## src/rtl/adder_pkg.sv

```systemverilog
// Shared types and helpers for the segmented, pipelined adder.
package adder_pkg;

  // Control fields that travel with every beat between segment stages.
  typedef struct packed {
    logic valid;
    logic sub;
    logic carry;
  } stage_ctrl_t;

  function automatic int seg_w(input int width, input int stages);
    return width / stages;
  endfunction

endpackage

```

## src/rtl/adder_segment.sv

```systemverilog
// Combinational SEG-bit ripple-carry segment; also exposes the carry into its MSB.
module adder_segment #(
  parameter int SEG = 16
) (
  input  logic [SEG-1:0] a,
  input  logic [SEG-1:0] b,
  input  logic           ci,
  output logic [SEG-1:0] s,
  output logic           co,
  output logic           c_msb_in
);

  logic [SEG:0] c;

  assign c[0] = ci;

  for (genvar i = 0; i < SEG; i++) begin : g_bit
    full_adder u_fa (
      .a  (a[i]),
      .b  (b[i]),
      .ci (c[i]),
      .s  (s[i]),
      .co (c[i+1])
    );
  end

  assign co       = c[SEG];
  assign c_msb_in = c[SEG-1];

endmodule

```

## src/rtl/full_adder.sv

```systemverilog
// One-bit full adder; the building block of every segment ripple chain.
module full_adder (
  input  logic a,
  input  logic b,
  input  logic ci,
  output logic s,
  output logic co
);

  assign s  = a ^ b ^ ci;
  assign co = (a & b) | (ci & (a ^ b));

endmodule

```

## src/rtl/pipelined_adder.sv

```systemverilog
// WIDTH-bit add/subtract split into STAGES carry-chained segments, one per register
// stage, behind a valid/ready stream interface with full backpressure.
module pipelined_adder
  import adder_pkg::*;
#(
  parameter int WIDTH  = 64,
  parameter int STAGES = 4
) (
  input  logic             clk,
  input  logic             rst,
  input  logic             in_valid,
  output logic             in_ready,
  input  logic [WIDTH-1:0] in1,
  input  logic [WIDTH-1:0] in2,
  input  logic             cin,
  input  logic             sub,
  output logic             out_valid,
  input  logic             out_ready,
  output logic [WIDTH-1:0] sum,
  output logic             cout,
  output logic             ovf
);

  // Handshake: a beat moves from producer to consumer on a cycle where valid and
  // ready are both 1; ready never depends on the data inputs.
  localparam int SEG  = seg_w(WIDTH, STAGES);
  localparam int NMID = (STAGES > 1) ? STAGES - 1 : 1;

  if ((STAGES < 1) || (WIDTH % STAGES != 0)) begin : g_bad_params
    $error("pipelined_adder: WIDTH must be a multiple of STAGES and STAGES >= 1");
  end

  logic adv;

  // Stage inputs: index 0 comes from the ports, index k from register k-1.
  logic [WIDTH-1:0] st_a   [STAGES];
  logic [WIDTH-1:0] st_b   [STAGES];
  logic [WIDTH-1:0] st_s   [STAGES];
  stage_ctrl_t      st_ctrl[STAGES];

  logic [SEG-1:0]    seg_s [STAGES];
  logic [STAGES-1:0] seg_co;
  logic [STAGES-1:0] seg_cm;
  logic [WIDTH-1:0]  nx_s  [STAGES];

  // Skew registers between segments: raw operands, partial sum, control.
  logic [WIDTH-1:0] mid_a_q   [NMID];
  logic [WIDTH-1:0] mid_a_d   [NMID];
  logic [WIDTH-1:0] mid_b_q   [NMID];
  logic [WIDTH-1:0] mid_b_d   [NMID];
  logic [WIDTH-1:0] mid_s_q   [NMID];
  logic [WIDTH-1:0] mid_s_d   [NMID];
  stage_ctrl_t      mid_ctrl_q[NMID];
  stage_ctrl_t      mid_ctrl_d[NMID];

  logic             out_valid_q, out_valid_d;
  logic [WIDTH-1:0] sum_q, sum_d;
  logic             cout_q, cout_d;
  logic             ovf_q, ovf_d;

  assign adv      = !out_valid_q || out_ready;
  assign in_ready = adv && !rst;

  always_comb begin
    st_a[0]          = in1;
    st_b[0]          = in2;
    st_s[0]          = '0;
    st_ctrl[0].valid = in_valid && in_ready;
    st_ctrl[0].sub   = sub;
    st_ctrl[0].carry = sub | cin;
    for (int k = 1; k < STAGES; k++) begin
      st_a[k]    = mid_a_q[k-1];
      st_b[k]    = mid_b_q[k-1];
      st_s[k]    = mid_s_q[k-1];
      st_ctrl[k] = mid_ctrl_q[k-1];
    end
  end

  // B is stored raw; each segment inverts its own slice using the beat's sub bit.
  for (genvar k = 0; k < STAGES; k++) begin : g_stage
    adder_segment #(.SEG(SEG)) u_seg (
      .a        (st_a[k][k*SEG +: SEG]),
      .b        (st_b[k][k*SEG +: SEG] ^ {SEG{st_ctrl[k].sub}}),
      .ci       (st_ctrl[k].carry),
      .s        (seg_s[k]),
      .co       (seg_co[k]),
      .c_msb_in (seg_cm[k])
    );
  end

  always_comb begin
    for (int k = 0; k < STAGES; k++) begin
      nx_s[k]              = st_s[k];
      nx_s[k][k*SEG +: SEG] = seg_s[k];
    end
  end

  always_comb begin
    for (int k = 0; k < NMID; k++) begin
      mid_a_d[k]    = '0;
      mid_b_d[k]    = '0;
      mid_s_d[k]    = '0;
      mid_ctrl_d[k] = '0;
      if (k < STAGES - 1) begin
        mid_a_d[k]          = st_a[k];
        mid_b_d[k]          = st_b[k];
        mid_s_d[k]          = nx_s[k];
        mid_ctrl_d[k].valid = st_ctrl[k].valid;
        mid_ctrl_d[k].sub   = st_ctrl[k].sub;
        mid_ctrl_d[k].carry = seg_co[k];
      end
    end
  end

  // Bubbles still load the output registers; only out_valid says whether they matter.
  always_comb begin
    out_valid_d = st_ctrl[STAGES-1].valid;
    sum_d       = nx_s[STAGES-1];
    cout_d      = seg_co[STAGES-1];
    ovf_d       = seg_co[STAGES-1] ^ seg_cm[STAGES-1];
  end

  always_ff @(posedge clk or posedge rst) begin
    if (rst) begin
      for (int k = 0; k < NMID; k++) begin
        mid_a_q[k]    <= '0;
        mid_b_q[k]    <= '0;
        mid_s_q[k]    <= '0;
        mid_ctrl_q[k] <= '0;
      end
      out_valid_q <= 1'b0;
      sum_q       <= '0;
      cout_q      <= 1'b0;
      ovf_q       <= 1'b0;
    end else if (adv) begin
      for (int k = 0; k < NMID; k++) begin
        mid_a_q[k]    <= mid_a_d[k];
        mid_b_q[k]    <= mid_b_d[k];
        mid_s_q[k]    <= mid_s_d[k];
        mid_ctrl_q[k] <= mid_ctrl_d[k];
      end
      out_valid_q <= out_valid_d;
      sum_q       <= sum_d;
      cout_q      <= cout_d;
      ovf_q       <= ovf_d;
    end
  end

  assign out_valid = out_valid_q;
  assign sum       = sum_q;
  assign cout      = cout_q;
  assign ovf       = ovf_q;

endmodule
```

## config.mk

```make
export PLATFORM = sky130hd
export DESIGN_NAME = pipelined_adder
export DESIGN_NICKNAME = d
export VERILOG_FILES = /design/src/rtl/adder_pkg.sv /design/src/rtl/adder_segment.sv /design/src/rtl/full_adder.sv /design/src/rtl/pipelined_adder.sv
export SDC_FILE = /design/constraint.sdc
export NUM_CORES = 1
export LEC_CHECK = 0
export BUFFER_PORTS_ARGS = -buffer_cell sky130_fd_sc_hd__buf_2
export CAP_MARGIN = 0
export CORE_MARGIN = 2
export CORE_UTILIZATION = 58
export CTS_BUF_LIST = sky130_fd_sc_hd__clkbuf_4
export DETAILED_ROUTE_END_ITERATION = 7
export PLACE_DENSITY = 0.8
export SETUP_SLACK_MARGIN = 0.2
export SYNTH_ARGS = -nofsm -noshare
export SYNTH_HDL_FRONTEND = slang
export SYNTH_HIERARCHICAL = 1
export SYNTH_SLANG_ARGS = --single-unit
export TNS_END_PERCENT = 5
```

## constraint.sdc

```tcl
create_clock -name clk -period 30 [get_ports clk]
set_input_delay 3 -clock clk [delete_from_list [all_inputs] [get_ports clk]]
set_output_delay 3 -clock clk [all_outputs]
set_load 0.02 [all_outputs]
```

# == Word-level counts from Yosys, hierarchy flattened ==
# Cells that the tools add are included.
# totals
reg_bits,556
in_bits,134
output_inout_bits,68
elab_cells,353
# classes
bitwise_logic,326
n_reduce_logical,5
# ops
operator,n
$xor A1 B1 Y1,129
$and A1 B1 Y1,128
$or A1 B1 Y1,65
$xor A16 B16 Y16,4
$logic_and A1 B1 Y1,2
$logic_not A1 Y1,2
$logic_or A1 B1 Y1,1

# == Depth between registers and ports, before layout ==
# logic_depth
depth_word,35
depth_mapped,20
mapped_depth_nobuf,19

# == Hierarchy ==
# Netlist, hierarchy kept.
# by_module_without_submodules
mod,n_inst,cells_each,area_each_um2
pipelined_adder,1,848,14233.7
full_adder,64,1,20.0

# == Worst setup path after synthesis ==
# OpenSTA, ideal clock, no wires.
# synth_timing
path_kind,input-to-reg
start,input port sub
end,register mid_s_q (netlist bit mid_s_d[79])
setup_time_ps,125
arrival_time_ps,9831
required_ps,29875
path_slack_ps,20044
stages,19
path_buffers,1
cell_sequence,buf_2 -> or2_2 -> fa_1 -> fa_1 -> fa_1 -> fa_1 -> fa_1 -> fa_1 -> fa_1 -> fa_1 -> fa_1 -> fa_1 -> fa_1 -> fa_1 -> fa_1 -> fa_1 -> fa_1 -> fa_1 -> mux2_2
# synth_rtl
element,line,text
from (decl),pipelined_adder.sv:16,"input logic sub,"
"to (signal, indexed assignment)",pipelined_adder.sv:139,mid_s_q[k] <= mid_s_d[k];
to (decl),pipelined_adder.sv:51,logic [WIDTH-1:0] mid_s_q [NMID];

==> impl_results.md <==
* Status: finished, final reports clean
* Root buf cell: clkbuf_4
* Max-Slew Margin vs Limit at 23.8%
* R2R setup slack at 21.95 ns
* Routability cong. at 0.742
* First drt pass iteration count at 4
* CORE AREA at 26100 µm²
* Starting Density at approximately three fifths
* Mapped Avg Cell Area at 17.0 µm²
* CTS tree: built
* Final setup fails at 0
* Site row count at 59
* Average wire per standard cell at 16.6 µm
* DR DRC count at 0
* Crit Path Max Fanout at 18
* PortBufs at 201
* Initial antenna violation count at 6
* Startpoint types: input port
* Worst-path clk slew at 0.07 ns
* Total Nets Final at between 1000 and 1500
* Top-area cell type share of the netlist area at about three fifths
* Leak Pwr at 0.00801 µW
* # Max-Cap Violations at 0
* Grt ovf at 0
* Seq cells post-synth at 364
* Post-route worst setup slack at between 20 and 25 ns
* Peak supply drop at 0.0000520 V
* Synth warn at 6
* Io pins at just over 200
* Areal power density over the cells at approximately 110 nW/µm²
* Post_cts resized at 0
* DP HPWL at 16.9 mm
* Syn nets at 1110
* Worst endpoint required time at 30.55 ns
* Vias at 8132
* CTS Buffer Depth at 3
* Max Freq at 0.102 GHz
* Worst slew pin tran at 1.14 ns
* Area leader, netlist: dfrtp_1
* Post-Place Setup Slack at 19.56 ns
* Clock Skews at about 0.055 ns
* GRT Util Overall at 19.6%
* Crit path kind: in2reg
* 1st-iter DRT viols at 330
* Synth area leaders: dfrtp_1 (59%), mux2_2 (23%), fa_1 (8.3%), xor2_1 (3.7%), mux2_1 (3.3%)
* Final wirelength at 26.0 mm
* Tcrit/Tclk final at 32.6%
* Library cells used by synthesis at 13
* Die ar. at 28100 µm²
* Final min period at slightly below 10 ns
* Vias in the first global route at 8883
* Crit path arrival time at 10.33 ns
* H-tree levels at 3
* Final Hold Fails at 0
* Routed Antenna Nets at 0
* Post-placement cell count at 1407
* Hold Crit Class: reg2reg
* Num CTS Buffers at 92
* Pin count of the biggest net entering global routing at between 200 and 250
* RSZ-0062 raised after global routing: no
* Total negative slack at 0 ns
* Post-CTS Setup Repair Bufs at 0
* Final Max Tran Viols at 0
* First-pass GRT wire length at 44.1 mm
* Cts hold-fix bufs at 0
* Sequential element share of the synthesized area at 58.7%
* Num Clock Sinks at 364
* Nature of the critical path endpoint: register
* Die Y-Extent at roughly 170 µm
* Cell Count, Final, Fillers Out at ~1600
* Clk_lat worst skew at roughly 0.69 ns
* Layout area overhead at 14.5%
* Die Wd at 168 µm
* Share of layout cells above drive strength 1 at 54.8%
* Netlist Area Pre-Place at 15500 µm²
* Synth Instances at 912
* Via/cell ratio at 5.18
-- sequential cells by signal, summed over array words and instances (netlist names), 16 cells and up --
signal,cells
mid_a_d,80
mid_b_d,80
sum,64
mid_s_d,48
mid_s_q,48
mid_a_q,16
mid_b_q,16
-- through the flow --
step	area [µm²]	power, µW	hold WS [ns]	utilization, %
after CTS	17800	1990	0.465	68.0
after global routing	17800	2120	0.490	68.0
after global placement	16600	1520	0.452	63.5
after detailed placement	16600	1570	0.451	63.5
after floorplan	15500	1380	0.430	-
final	17800	1950	0.465	68.0
-- cells in the final DEF, fill, tap and decap left out, types with 2 or more instances in the layout --
| cell type | instances |
|---|---|
| buf_2 | 201 |
| buf_4 | 7 |
| clkbuf_4 | 138 |
| clkinv_1 | 15 |
| clkinvlp_4 | 2 |
| dfrtp_1 | 364 |
| diode_2 | 3 |
| fa_1 | 64 |
| inv_2 | 2 |
| mux2_1 | 46 |
| mux2_2 | 317 |
| xor2_1 | 65 |
-- worst paths after layout --
check | to | cells past startpoint | start
setup / recovery | mid_s_d[79]$_DFFE_PP0P_ | 19 | sub
hold / removal | out_valid$_DFFE_PP0P_ | 1 | out_valid_d$_DFFE_PP0P_
setup reg to reg | mid_s_q[47]$_DFFE_PP0P_ | 18 | mid_ctrl_d[1]$_DFFE_PP0P_
hold reg to reg | out_valid$_DFFE_PP0P_ | 1 | out_valid_d$_DFFE_PP0P_
max in group asynchronous | mid_s_d[10]$_DFFE_PP0P_ | 3 | rst
min in group asynchronous | mid_b_d[48]$_DFFE_PP0P_ | 2 | rst
-- report_power, final --
part | leakage [µW] | switching, µW | internal (µW)
sequential | 0.00425 | 117 | 703
combinational | 0.00308 | 334 | 394
clock | 0.000685 | 187 | 218
total | 0.00801 | 637 | 1320
-- kinds of logic (layout without fill, tap and decap cells) --
family	Yosys count	after routing	synth area share, %
other	0	3	0
DFF	364	364	58.7
xor gates and xnor gates	65	65	3.67
adders and majority gates	64	64	8.26
buffers and inverters	50	369	2.79
muxes	363	363	26.3
and+or+nand+nor	6	6	0.226
-- metal layers --
layer,up-vias,share of wire [%],track usage (%),routed length [µm]
met2,184,50,31.7,13000
met1,4175,43,25.8,11200
met4,4,2.0,7.37,508
met3,47,5.0,5.25,1300
li1,3722,-,-,-
met5,-,0.10,0,26
-- worst max-delay path, stage by stage --
cell,delay (ns)
buf_2,0.25
or2_2,0.37
fa_1,0.38
fa_1,0.40
fa_1,0.42
fa_1,0.42
fa_1,0.41
fa_1,0.40
fa_1,0.40
fa_1,0.40
fa_1,0.39
fa_1,0.41
fa_1,0.41
fa_1,0.39
fa_1,0.40
fa_1,0.41
fa_1,0.39
fa_1,0.43
mux2_2,0.27
-- area by class of cell --
cell class	instances	area (µm²)
diodes	3	7.51
well taps	335	419
repair buffers	209	1080
fillers	1891	8370
flip-flops and latches	364	9110
inverters	1	11.3
clock buffers	138	1040
multi-input cells	498	5990
clock inverters	21	118
-- Yosys cell counts --
master / instances
buf_6: 29
buf_4: 1
nor2b_1: 2
buf_2: 19
nand2b_1: 2
mux2_2: 317
or2_2: 1
xor2_1: 65
dfrtp_1: 364
fa_1: 64
inv_1: 1
nor2_1: 1
mux2_1: 46
No activity file was read; power rests on OpenSTA's default activity.
